`src/rtl/ddr_arb_pkg.sv`:
```
// Shared constants and owner state encoding for the DDR command arbiter.
package ddr_arb_pkg;

    localparam int unsigned CREDITS   = 8;  // downstream command FIFO depth
    localparam int unsigned BURST_MAX = 4;  // consecutive grants to one port under contention
    localparam int unsigned CRD_W     = 4;  // holds 0..CREDITS
    localparam int unsigned BST_W     = 3;  // holds 0..BURST_MAX

    typedef enum logic {
        OWN0 = 1'b0,
        OWN1 = 1'b1
    } own_e;

endpackage

```
`src/rtl/ddr_cmd_arb_2to1_if.sv`:
```
// Request/grant/credit bundle between the two source FIFOs, the mux and the arbiter.
interface ddr_cmd_arb_2to1_if;
    import ddr_arb_pkg::*;

    logic             req0_i;
    logic             req1_i;
    logic             credit_ret_i;
    logic [1:0]       sel_en_o;
    logic             gnt0_o;
    logic             gnt1_o;
    logic [CRD_W-1:0] credit_cnt_o;
    logic             owner_o;
    logic             err_o;

    // Arbiter side
    modport slave (
        input  req0_i, req1_i, credit_ret_i,
        output sel_en_o, gnt0_o, gnt1_o, credit_cnt_o, owner_o, err_o
    );

    // Requester / environment side
    modport master (
        output req0_i, req1_i, credit_ret_i,
        input  sel_en_o, gnt0_o, gnt1_o, credit_cnt_o, owner_o, err_o
    );

endinterface

```
`src/rtl/ddr_credit_counter.sv`:
```
// Saturating credit counter: down on consume, up on return, sticky error on
// a return that would exceed MAX. Simultaneous up/down leaves the count alone.
module ddr_credit_counter #(
    parameter int unsigned W   = 4,
    parameter int unsigned MAX = 8
) (
    input  logic         clk,
    input  logic         rst,
    input  logic         up,
    input  logic         down,
    output logic [W-1:0] count,
    output logic         zero_c,
    output logic         full_c,
    output logic         ovf_err
);

    assign zero_c = (count == '0);
    assign full_c = (count == W'(MAX));

    // Count update and sticky overflow flag
    always_ff @(posedge clk or posedge rst) begin
        if (rst) begin
            count   <= W'(MAX);
            ovf_err <= 1'b0;
        end else begin
            if (up && !down) begin
                if (full_c) begin
                    ovf_err <= 1'b1;
                end else begin
                    count <= count + W'(1);
                end
            end else if (down && !up && !zero_c) begin
                count <= count - W'(1);
            end
        end
    end

endmodule

```
`src/rtl/ddr_cmd_arb_2to1.sv`:
```
// Round-robin 2:1 arbiter with burst limit and credit guard. Grants are
// combinational from req and registered state so the mux registers the word
// in the next cycle; credit returns only influence grants through the counter.
module ddr_cmd_arb_2to1
    import ddr_arb_pkg::*;
(
    input logic               clk,
    input logic               rst,
    ddr_cmd_arb_2to1_if.slave bus
);

    own_e             state_q;
    own_e             state_d;
    logic [BST_W-1:0] burst_q;
    logic [BST_W-1:0] burst_d;
    logic             gnt0;
    logic             gnt1;
    logic             crd_zero;
    logic             unused_crd_full;

    // Owner pointer and burst count register
    always_ff @(posedge clk or posedge rst) begin
        if (rst) begin
            state_q <= OWN0;
            burst_q <= '0;
        end else begin
            state_q <= state_d;
            burst_q <= burst_d;
        end
    end

    // Grant selection and owner/burst next state
    always_comb begin
        state_d = state_q;
        burst_d = burst_q;
        gnt0    = 1'b0;
        gnt1    = 1'b0;

        if (!rst && !crd_zero) begin
            if (bus.req0_i && bus.req1_i) begin
                if (burst_q < BST_W'(BURST_MAX)) begin
                    gnt0 = (state_q == OWN0);
                    gnt1 = (state_q == OWN1);
                end else begin
                    gnt0 = (state_q == OWN1);
                    gnt1 = (state_q == OWN0);
                end
            end else begin
                gnt0 = bus.req0_i;
                gnt1 = bus.req1_i;
            end
        end

        if ((gnt0 && state_q == OWN0) || (gnt1 && state_q == OWN1)) begin
            if (burst_q < BST_W'(BURST_MAX)) begin
                burst_d = burst_q + BST_W'(1);
            end
        end else if (gnt0 || gnt1) begin
            state_d = gnt1 ? OWN1 : OWN0;
            burst_d = BST_W'(1);
        end
    end

    assign bus.sel_en_o = {gnt1, gnt0};
    assign bus.gnt0_o   = gnt0;
    assign bus.gnt1_o   = gnt1;
    assign bus.owner_o  = (state_q == OWN1);

    // Downstream FIFO credits: consumed per grant, returned by the sink
    ddr_credit_counter #(
        .W   (CRD_W),
        .MAX (CREDITS)
    ) u_credit (
        .clk     (clk),
        .rst     (rst),
        .up      (bus.credit_ret_i),
        .down    (gnt0 | gnt1),
        .count   (bus.credit_cnt_o),
        .zero_c  (crd_zero),
        .full_c  (unused_crd_full),
        .ovf_err (bus.err_o)
    );

endmodule

```
`src/flat_wrapper.sv`:
```
// flat-port wrapper written by rule: the top's interface ports become plain ports
module ddr_cmd_arb_2to1_flat import ddr_arb_pkg::*;
  (clk, rst, bus_req0_i, bus_req1_i, bus_credit_ret_i, bus_sel_en_o, bus_gnt0_o, bus_gnt1_o, bus_credit_cnt_o, bus_owner_o, bus_err_o);
  ddr_cmd_arb_2to1_if bus_i ();
  input logic clk;
  input logic rst;
  input wire logic [$bits(bus_i.req0_i)-1:0] bus_req0_i;
  input wire logic [$bits(bus_i.req1_i)-1:0] bus_req1_i;
  input wire logic [$bits(bus_i.credit_ret_i)-1:0] bus_credit_ret_i;
  output wire logic [$bits(bus_i.sel_en_o)-1:0] bus_sel_en_o;
  output wire logic [$bits(bus_i.gnt0_o)-1:0] bus_gnt0_o;
  output wire logic [$bits(bus_i.gnt1_o)-1:0] bus_gnt1_o;
  output wire logic [$bits(bus_i.credit_cnt_o)-1:0] bus_credit_cnt_o;
  output wire logic [$bits(bus_i.owner_o)-1:0] bus_owner_o;
  output wire logic [$bits(bus_i.err_o)-1:0] bus_err_o;
  assign bus_i.req0_i = bus_req0_i;
  assign bus_i.req1_i = bus_req1_i;
  assign bus_i.credit_ret_i = bus_credit_ret_i;
  assign bus_sel_en_o = bus_i.sel_en_o;
  assign bus_gnt0_o = bus_i.gnt0_o;
  assign bus_gnt1_o = bus_i.gnt1_o;
  assign bus_credit_cnt_o = bus_i.credit_cnt_o;
  assign bus_owner_o = bus_i.owner_o;
  assign bus_err_o = bus_i.err_o;
  ddr_cmd_arb_2to1 u_core (.clk(clk), .rst(rst), .bus(bus_i));
endmodule
```
`config.mk`:
```
export PLATFORM = sky130hd
export DESIGN_NAME = ddr_cmd_arb_2to1_flat
export DESIGN_NICKNAME = d
export VERILOG_FILES = /design/src/rtl/ddr_arb_pkg.sv /design/src/rtl/ddr_cmd_arb_2to1_if.sv /design/src/rtl/ddr_credit_counter.sv /design/src/rtl/ddr_cmd_arb_2to1.sv /design/src/flat_wrapper.sv
export SDC_FILE = /design/constraint.sdc
export NUM_CORES = 1
export LEC_CHECK = 0
export CAP_MARGIN = 25
export CORE_MARGIN = 2
export CORE_UTILIZATION = 49
export DETAILED_ROUTE_END_ITERATION = 10
export GPL_ROUTABILITY_DRIVEN = 0
export PLACE_DENSITY = 0.74
export SLEW_MARGIN = 15
export SYNTH_ARGS = -nofsm -noshare
export SYNTH_HDL_FRONTEND = slang
export SYNTH_SLANG_ARGS = --single-unit
```
`constraint.sdc`:
```
create_clock -name clk -period 3 [get_ports clk]
set_clock_uncertainty 0.2 [all_clocks]
set_input_delay 0.6 -clock clk [delete_from_list [all_inputs] [get_ports clk]]
set_output_delay 0.6 -clock clk [all_outputs]
set_load 0.02 [all_outputs]
```
==> impl_metrics.ini <==
[cts]
h-tree-depth = 1
clk_pin_slew_ps = 60
postCtsSetupRepairBufs = 0
clock_path_buffers = 2
cts_hold_buf = 0
root_buffer = clkbuf_4
clkLatencyLatePin_ps = 260
cts_made_buffers = 3
cts.sinks = 9
cts_tree = built

[floorplan]
die_w_um = 42.1
chipHeight_um = 42.1
start_util = 0.533
fp.dieArea_um2 = 1770
core_um2 = 1330
ios = 15
num_rows = 13

[logic_synthesis]
syn_inst = 73
avgSynthCellArea_um2 = 9.74
ys_warn_count = 0
synth-main-ff-cell = dfrtp_1
async_flop_share = 1.00
synth.cell_area_um2 = 711
syn_nets = 82
seq_area_frac_synth = 0.319
synth-edff-count = 0
synth-seq-cells = 9
ys_types = 36

[setup_path]
reg2regPathDepth = 7
startpoint_type = flip-flop
worstPathMaxFanout = 8
end_kind = output port
regToRegSetupSlack_ps = 310
worstSetupEndpoint = bus_gnt0_o
setup.worst_path.start = u_core.u_credit.count[2]
reg2reg_to = u_core.u_credit.count[3]
arrival_ps = 2050
timing.rr.start = u_core.u_credit.count[2]
crit_type = reg -> out
worstPathRequired_ps = 2200

[sta]
finalCritPeriodShare = 0.950
rsz0062_at_grt = no
worst_pin_slew_ps = 467
drv_slew = 0
setup_tns_ps = 0
fmax_ghz = 0.351
setup_viol = 0
hold_viol = 0
fin_crit_ps = 2850
maxSlewHeadroom = 0.686

[route]
drt_iter0_drc = 9
vias = 647
drt-total-wl_um = 1440
detail-route-antenna-nets = 0
vias_per_cell = 5.83
firstDrtPassIters = 4
drc = 0
routedWlPerCell_um = 13.0

[global_route]
grt_pass1_wl_um = 2550
grt_pass1_vias = 575
grt_use_total = 0.185
grt_max_degree = 14
overflow = 0
antenna_found_initial = 0

[power]
p_leak_nw = 0.402
powerDensity_nw_per_um2 = 995
ir_drop_mv = 0.547

[cells_and_area]
final_cells = 111
synthToLayoutAreaGrowth_pct = 31.2
final_util = 0.699
n_antenna_cell = 0
final_common_cell = clkdlybuf4s50_1
layout-drive-gt1-share = 0.208
nets = 106
fin_area_um2 = 932
final_cell_mix = clkdlybuf4s50_1 (12), buf_4 (10), dfrtp_1 (8), a21oi_1 (6)

[outcome]
status = finished clean

[placed_design]
numPortBuffers = 14
dp_cells = 107
place_area_um2 = 908
hpwlAfterDp_um = 1120

[flow_run]
maxCapViolCount = 0

[min_path]
hold_path.class = reg -> reg
[cells by family after synthesis]
kind of cell / count (synthesis) / synth area share
AND/OR/NAND/NOR: 19 / 0.165
flip-flops: 9 / 0.319
adder cells (fa/ha/maj): 4 / 0.0810
XOR/XNOR: 4 / 0.0493
buffers and inverters: 8 / 0.0686
multiplexers: 2 / 0.0282
AO/OA/AOI/OAI: 27 / 0.289
[cells in the mapped netlist (2+ instances only)]
master / count / area (um^2)
dfrtp_1: 8 / 200
a21oi_1: 6 / 30.0
nand3_1: 4 / 20.0
xnor2_1: 4 / 35.0
ha_1: 3 / 37.5
inv_1: 3 / 11.3
nand2_1: 3 / 11.3
nor2_1: 3 / 11.3
nor3_1: 3 / 15.0
o21ai_0: 3 / 15.0
o221ai_1: 3 / 26.3
a21bo_2: 2 / 20.0
a31oi_1: 2 / 12.5
buf_4: 2 / 15.0
mux2i_1: 2 / 20.0
nand2b_1: 2 / 12.5
[timing repair]
action | CTS | global route
setup endpoints to repair | 2 | 1
pin swaps | 0 | 1
gates resized for setup | 2 | 0
[final cells by class]
cell class / count / area, um^2
Multi-Input combinational cell: 56 / 437
Fill cell: 109 / 402
Sequential cell: 9 / 226
Timing Repair Buffer: 24 / 213
Clock buffer: 4 / 26.3
Tap cell: 15 / 18.8
Inverter: 3 / 11.3
[routing by layer]
layer	share of wire	track usage	vias to the layer above
met2	0.42	0.259	14
met1	0.53	0.281	303
met3	0.027	0.0302	3
li1	-	-	327
met5	0	0	-
met4	0.019	0.0750	0
[state kept, by name, indices dropped and copies added, names as in the netlist]
signal / count
u_core.burst_q: 3
u_core.bus.owner_o: 1
u_core.u_credit.ovf_err: 1
u_core.u_credit.count: 4
[critical path: stages, from the launching register on]
cell	delay [ps]
dfrtp_1	470
nor4_4	500
nor2_1	120
o211a_1	170
clkdlybuf4s50_1	540
[worst min path at each step]
stage / start / cells past startpoint / to / slack [ps]
2_1_floorplan: rst / 1 / u_core.burst_q[0] / 230
3_5_place_dp: u_core.u_credit.ovf_err / 1 / u_core.u_credit.ovf_err / 280
4_1_cts: u_core.u_credit.ovf_err / 1 / u_core.u_credit.ovf_err / 290
3_3_place_gp: u_core.burst_q[0] / 1 / u_core.burst_q[0] / 270
6_report: u_core.u_credit.ovf_err / 1 / u_core.u_credit.ovf_err / 280
5_1_grt: u_core.u_credit.ovf_err / 1 / u_core.u_credit.ovf_err / 300
[stage by stage]
| step | hold slack, ps | total power, mW | worst slack [ps] |
|---|---|---|---|
| after global placement | 273 | 0.834 | -18.3 |
| after global routing | 304 | 1.01 | 57.0 |
| after detailed placement | 276 | 0.841 | -87.6 |
| final | 275 | 0.927 | 150 |
| after floorplan | 227 | 0.642 | 181 |
| after CTS | 290 | 0.935 | 98.6 |
[power breakdown]
part / switching, mW / internal [mW] / leakage [nW]
Sequential: 0.0934 / 0.188 / 0.104
Clock: 0.0379 / 0.0510 / 0.0150
Combinational: 0.274 / 0.284 / 0.283
Total: 0.405 / 0.522 / 0.402
(Power assumes the default switching activity.)
